<file path="src/rtl/nibble_mult_seq.sv">
// Sequential N x N unsigned multiplier built around one external 4x4 lookup
// multiplier. Each cycle in CALC one nibble pair goes out on lut_a/lut_b, and the
// lookup product comes back the same cycle. The product is shifted into place
// and added to a 2N-bit accumulator.
module nibble_mult_seq #(
    parameter int N = 8
) (
    input  logic           clk,
    input  logic           rst,
    input  logic           in_valid,
    output logic           in_ready,
    input  logic [N-1:0]   a,
    input  logic [N-1:0]   b,
    output logic           out_valid,
    input  logic           out_ready,
    output logic [2*N-1:0] y,
    output logic           busy,
    output logic [3:0]     lut_a,
    output logic [3:0]     lut_b,
    input  logic [7:0]     lut_y
);

    localparam int NIB = N / 4;
    // Keep the index registers at least one bit wide so that N=4 still elaborates.
    localparam int IW  = (NIB > 1) ? $clog2(NIB) : 1;
    localparam logic [IW-1:0] LAST = IW'(NIB - 1);

    localparam logic [1:0] IDLE = 2'd0;
    localparam logic [1:0] CALC = 2'd1;
    localparam logic [1:0] DONE = 2'd2;

    logic [1:0]     state_q, state_d;
    logic [2*N-1:0] acc_q, acc_d;
    logic [2*N-1:0] y_q, y_d;
    logic [IW-1:0]  i_q, i_d, j_q, j_d;
    logic [N-1:0]   opa_q, opa_d, opb_q, opb_d;

    logic [N-1:0]   opa_sh, opb_sh;
    logic [IW:0]    pos;
    logic [2*N-1:0] lut_ext, term;
    logic           calc, last;

    // Nibble select and shifted partial product for the current (i, j) pair
    always_comb begin
        calc    = (state_q == CALC);
        opa_sh  = opa_q >> {i_q, 2'b00};
        opb_sh  = opb_q >> {j_q, 2'b00};
        lut_a   = calc ? opa_sh[3:0] : 4'h0;
        lut_b   = calc ? opb_sh[3:0] : 4'h0;
        lut_ext = '0;
        lut_ext[7:0] = lut_y;
        pos     = {1'b0, i_q} + {1'b0, j_q};
        term    = lut_ext << {pos, 2'b00};
        last    = (i_q == LAST) && (j_q == LAST);
    end

    // Handshake outputs decode straight from state, so an async reset clears them at once
    always_comb begin
        in_ready  = (state_q == IDLE);
        out_valid = (state_q == DONE);
        busy      = (state_q == CALC) || (state_q == DONE);
        y         = y_q;
    end

    // Next-state logic: accept, step through nibble pairs, hold the result until it is taken
    always_comb begin
        state_d = state_q;
        acc_d   = acc_q;
        y_d     = y_q;
        i_d     = i_q;
        j_d     = j_q;
        opa_d   = opa_q;
        opb_d   = opb_q;
        case (state_q)
            IDLE: begin
                if (in_valid) begin
                    opa_d   = a;
                    opb_d   = b;
                    acc_d   = '0;
                    i_d     = '0;
                    j_d     = '0;
                    state_d = CALC;
                end
            end
            CALC: begin
                acc_d = acc_q + term;
                if (j_q == LAST) begin
                    j_d = '0;
                    i_d = i_q + IW'(1);
                end else begin
                    j_d = j_q + IW'(1);
                end
                // y only changes on entry to DONE, so it holds the previous result during CALC
                if (last) begin
                    y_d     = acc_q + term;
                    state_d = DONE;
                end
            end
            DONE: begin
                if (out_ready) state_d = IDLE;
            end
            default: state_d = IDLE;
        endcase
    end

    // State registers with asynchronous reset
    always_ff @(posedge clk or posedge rst) begin
        if (rst) begin
            state_q <= IDLE;
            acc_q   <= '0;
            y_q     <= '0;
            i_q     <= '0;
            j_q     <= '0;
            opa_q   <= '0;
            opb_q   <= '0;
        end else begin
            state_q <= state_d;
            acc_q   <= acc_d;
            y_q     <= y_d;
            i_q     <= i_d;
            j_q     <= j_d;
            opa_q   <= opa_d;
            opb_q   <= opb_d;
        end
    end

endmodule

</file>
<file path="config.mk">
export PLATFORM = sky130hd
export DESIGN_NAME = nibble_mult_seq
export DESIGN_NICKNAME = d
export VERILOG_FILES = /design/src/rtl/nibble_mult_seq.sv
export SDC_FILE = /design/constraint.sdc
export NUM_CORES = 1
export LEC_CHECK = 0
export CORE_MARGIN = 4
export CORE_UTILIZATION = 49
export CTS_BUF_LIST = sky130_fd_sc_hd__clkbuf_4
export DETAILED_ROUTE_END_ITERATION = 12
export GPL_TIMING_DRIVEN = 0
export MAX_ROUTING_LAYER = met4
export PLACE_DENSITY_LB_ADDON = 0.2
export REMOVE_ABC_BUFFERS = 1
export SYNTH_ARGS = -nofsm -noshare
export SYNTH_HDL_FRONTEND = slang
export SYNTH_SLANG_ARGS = --single-unit
</file>
<file path="constraint.sdc">
create_clock -name clk -period 3.4 [get_ports clk]
set_input_delay 0.85 -clock clk [delete_from_list [all_inputs] [get_ports clk]]
set_output_delay 0.85 -clock clk [all_outputs]
set_load 0.005 [all_outputs]
</file>
# After elaboration in Yosys (flattened, before gate mapping)
# Cells that the tools add are included.
# totals
romBits,0
mem_count,0
wordCells,42
regBits,52
latch_bits,0
ram_bits,0
# op_classes
mux,13
n_reduce_logical,9
addsub,4
n_div,0
n_eq_ne,6
n_shift,3
magnitude_cmp,0
mul,0
n_bitwise,0
# op_table
operator,count
$pmux 16 s2,1
$add 16x16->16,1
$mux 16,1
$shl 8x4->16,1
$shr 8x3->4,2
$mux 4,2
$mux 2,3
$pmux 2 s3,1
$reduce_and 2->1,3
$reduce_and 3->1,2
$ne 2x1->1 const B,2
$ne 2x2->1 const B,2
$pmux 1 s2,2
$mux 1,3
$add 1x1->1 const B,2
$add 1x1->2,1
$eq 2x1->1 const B,1
$eq 2x2->1 const B,1
$logic_not 2->1,1
$reduce_bool 2->1,1
$logic_and 1x1->1,1
$logic_or 1x1->1,1

# Depth between registers and ports, before layout
# logic_depth
word_depth,4
ltp_mapped,12
mapped_depth_nobuf,11

# Least setup slack after synthesis
# No wires, ideal clock.
# synth_path
path_kind,flip-flop to flip-flop
from,register i_q
to,register acc_q[12]
path_buffers,1
path_slack_ns,0.558
stages_incl_launch_ff,13
t_arrival_ns,2.708
cell_sequence,dfrtp_1 > ha_1 > clkbuf_1 > nor2_1 > and2_1 > ha_1 > fa_1 > a21o_1 > a311o_1 > a21oi_2 > a22oi_1 > xnor2_1 > o21ai_0
# synth_via
elab_chain_cells,4
# synth_lines
item,line_no,source
"start, declared",35,"logic [IW-1:0] i_q, i_d, j_q, j_d;"
"start signal, assigned",120,i_q <= i_d;
$add 1x1->2,52,"pos = {1'b0, i_q} + {1'b0, j_q};"
$shl 8x4->16,53,"term = lut_ext << {pos, 2'b00};"
$add 16x16->16,86,acc_d = acc_q + term;
$pmux 16 s2,74,case (state_q)
"end signal, assigned",110,acc_q <= '0;
"end signal, assigned",118,acc_q <= acc_d;
"end, declared",33,"logic [2*N-1:0] acc_q, acc_d;"
# Every way passes these cells.
# A chain may end at the register's enable or synchronous reset.

# Worst setup path after layout
# layout_path
from,input port lut_y[0]
to,register y_q[14] (netlist: y[14])
# layout_via
elab_chain_cells,2
# layout_lines
item,line_no,source
"start, declared",20,input logic [7:0] lut_y
$shl 8x4->16,53,
$add 16x16->16,95,y_d = acc_q + term;
"end signal, assigned",119,y_q <= y_d;
"end, declared",34,"logic [2*N-1:0] y_q, y_d;"
# Every way passes these cells.

==> results.toml <==
[timing]
final_hold_viol_count = 0
worstMarginPinSlew_ps = 890
fin_crit_ps = 3180
rsz0062_at_grt = "no"
max_clock_freq_mhz = 315
maxSlewViolCount = 0
finalSetupViolations = 0
finalWorstSetupSlack_ps = 222
post-route-period-util = 0.935
relSlewSlack = 0.405
finClkSkew_ps = 14.2

[critical_path]
cp.depth = 10
worst_setup_path_end_kind = "flip-flop"
cp_top_family = "compound AO/OA/AOI/OAI gates"
reg2reg_depth = 11
crit_fanout = 3
critPathArrivalTime_ps = 3400
cp_cell_sequence = "clkdlybuf4s50_1 -> and2_1 -> ha_1 -> fa_1 -> a21o_1 -> a311o_1 -> a21oi_2 -> a2bb2oi_1 -> xnor2_1 -> o21ai_0"
worstSetupPathType = "input port to flip-flop"
cp.required_ps = 3620
reg2reg_to = "y[14]$_DFFE_PP0P_"
r2r_slack_ps = 260
critPathBufInv = 1
slowest_delay_ps = 460
r2r-start = "j_q$_DFFE_PP0P_"
critPathSlowestCell = "clkdlybuf4s50_1"
crit_path_start_kind = "input port"

[route]
drc = 0
dr.pass1.iters = 4
vias = 2311
routedWlPerCell_microns = 15.3
routed_wl_microns = 6470
drt-vias-per-instance = 5.48
drtAntennaViolNets = 0
drtIter0Drc = 137

[clock_tree]
tritoncts = "yes"
clockBufferDepth = 2
cts_root_buffer = "clkbuf_4"
cts_sinks = 52
clkTransAtPathRegs_ps = 160
clk_latency_ps = 380
cts_hold_buf = 0
cts_buffers = 5
cts_htree_levels = 2

[layout]
num_antenna_cells = 0
final_util = 0.633
design_area_sq_um = 3770
area.growth.synth_to_final_pct = 24.6
final_net_count = 394
drive_above_1_share = 0.130

[min_path]
min_to = "y[5]$_DFFE_PP0P_"
hold_path_depth = 2
min_path_type = "flip-flop to flip-flop"
worstHoldStart = "y[5]$_DFFE_PP0P_"

[global_route]
track_usage = 0.188
overflow = 0
grt_max_degree = 31
grt_pass1_vias = 2261
antenna_found_initial = 0
grt_first_pass_wirelength_microns = 10800

[yosys]
ys_seq_area_frac = 0.430
ys_ff_latch = 52
synth_cell_types = 42
async_reset_ff_frac = 1.00
ys.flop_type = "dfrtp_1"
ys_warn_count = 0
syn_inst = 294
synth_area_per_cell_sq_um = 10.3
syn_area_sq_um = 3020
synth-edff-count = 0

[floorplanning]
die_y_microns = 86.6
initial_core_util = 0.508
io_pins = 55
die-area_sq_um = 7490
core_sq_um = 5960
rows = 28
die_w_microns = 86.6

[placed_design]
dp_hpwl_microns = 4780
gp_congestion = 0.952
port_buffers = 54
dp_slack_ps = -153
placed_cell_area_sq_um = 3630

[power]
power_density_nw_per_um2 = 1050
p_leak_nw = 1.68
vdd_drop_max_mv = 0.460

[flow_run]
drv_cap = 0

[run_status]
status = "finished, final reports clean"
==> where the power goes <==
part           total (W)  internal (W)  switching, W
clock network   0.000437      0.000232      0.000205
logic            0.00243       0.00119       0.00124
registers        0.00108      0.000913      0.000168
total            0.00395       0.00233       0.00162
==> cell usage in the layout (no fill, tap or decap), drive strengths merged, types with 4 or more instances in the layout <==
| cell type | n |
|---|---|
| a21o | 6 |
| nor2b | 8 |
| mux2 | 24 |
| ha | 19 |
| and2 | 4 |
| clkbuf | 5 |
| mux2i | 12 |
| clkdlybuf4s50 | 54 |
| o21ai | 31 |
| xor2 | 8 |
| a21oi | 15 |
| inv | 8 |
| xnor2 | 7 |
| a22o | 7 |
| dfrtp | 52 |
| nor2 | 15 |
| nand2 | 36 |
==> cells in the mapped netlist (3+ instances only) <==
master,count,share of area
mux2_2,24,0.089
nand2b_1,3,0.0062
o211ai_1,3,0.0074
and2_1,4,0.0083
nor2b_1,8,0.017
xor2_1,8,0.023
a21oi_1,13,0.022
a21o_1,6,0.015
o21ai_1,6,0.0099
clkbuf_1,10,0.012
a22o_1,7,0.020
mux2i_1,12,0.040
nor2_1,15,0.019
nor3_1,3,0.0050
dfrtp_1,52,0.43
nand2_1,36,0.045
xnor2_1,7,0.020
ha_1,19,0.079
inv_1,7,0.0087
o21ai_0,25,0.041
==> cell type report <==
cell class / instances / area [sq um]
Multi-Input combinational cell: 223 / 1660
Inverter: 7 / 26.3
Timing Repair Buffer: 57 / 576
Clock inverter: 3 / 68.8
Clock buffer: 5 / 37.5
Tap cell: 75 / 93.8
Sequential cell: 52 / 1300
Fill cell: 506 / 2190
==> cell families (layout without fill, tap and decap cells) <==
| family | Yosys count | after routing | share of synthesized area |
|---|---|---|---|
| simple gates | 72 | 72 | 0.105 |
| buf+inv | 19 | 72 | 0.0244 |
| compound gates | 80 | 80 | 0.182 |
| fa+ha+maj | 20 | 20 | 0.0852 |
| xor+xnor | 15 | 15 | 0.0434 |
| flops | 52 | 52 | 0.430 |
| mux | 36 | 36 | 0.129 |
==> worst max-delay path by stage <==
stage | start | to | slack [ps]
after floorplan | j_q$_DFFE_PP0P_ | y[12]$_DFFE_PP0P_ | 400
after global routing | j_q$_DFFE_PP0P_ | y[14]$_DFFE_PP0P_ | 60
final | lut_y[0] | y[14]$_DFFE_PP0P_ | 220
after CTS | j_q$_DFFE_PP0P_ | y[14]$_DFFE_PP0P_ | 20
after detailed placement | lut_y[0] | y[14]$_DFFE_PP0P_ | -150
after global placement | lut_y[0] | y[14]$_DFFE_PP0P_ | -110
==> per-stage QoR <==
step                      hold WS (ps)  power [W]  instances  TNS (ps)
final                              503    0.00395        422         0
after global routing               536    0.00431        422         0
after CTS                          506    0.00395        420         0
after detailed placement           473    0.00349        412      -617
after global placement             460    0.00342        411      -491
after floorplan                    456    0.00270        282         0
==> sequential cells by signal (all words and copies together), names as in the netlist <==
register / flops
i_q: 1
acc_q: 16
state_q: 2
y: 16
opb_q: 8
opa_q: 8
j_q: 1
==> worst min-delay path: cells and delay by family (launching register included) <==
| kind | cells | cell delay (ps) |
|---|---|---|
| AOI/OAI and AO/OA | 1 | 60 |
| DFF | 1 | 370 |
| and+or+nand+nor | 1 | 50 |
==> timing repair <==
item | CTS | global route
buffers inserted | 0 | 2
pin swaps | 0 | 0
gates resized for setup | 1 | 3
gates cloned | 0 | 0
setup endpoints to repair | 5 | 11
==> per-layer routing <==
layer | wire length, microns | up-vias | global-route usage
met1 | 2930 | 1088 | 0.247
met3 | 423 | 6 | 0.0418
met2 | 3060 | 61 | 0.297
met4 | 57 | 0 | 0.0439
li1 | - | 1156 | -
met5 | 0 | - | -
(Power assumes the default switching activity.)
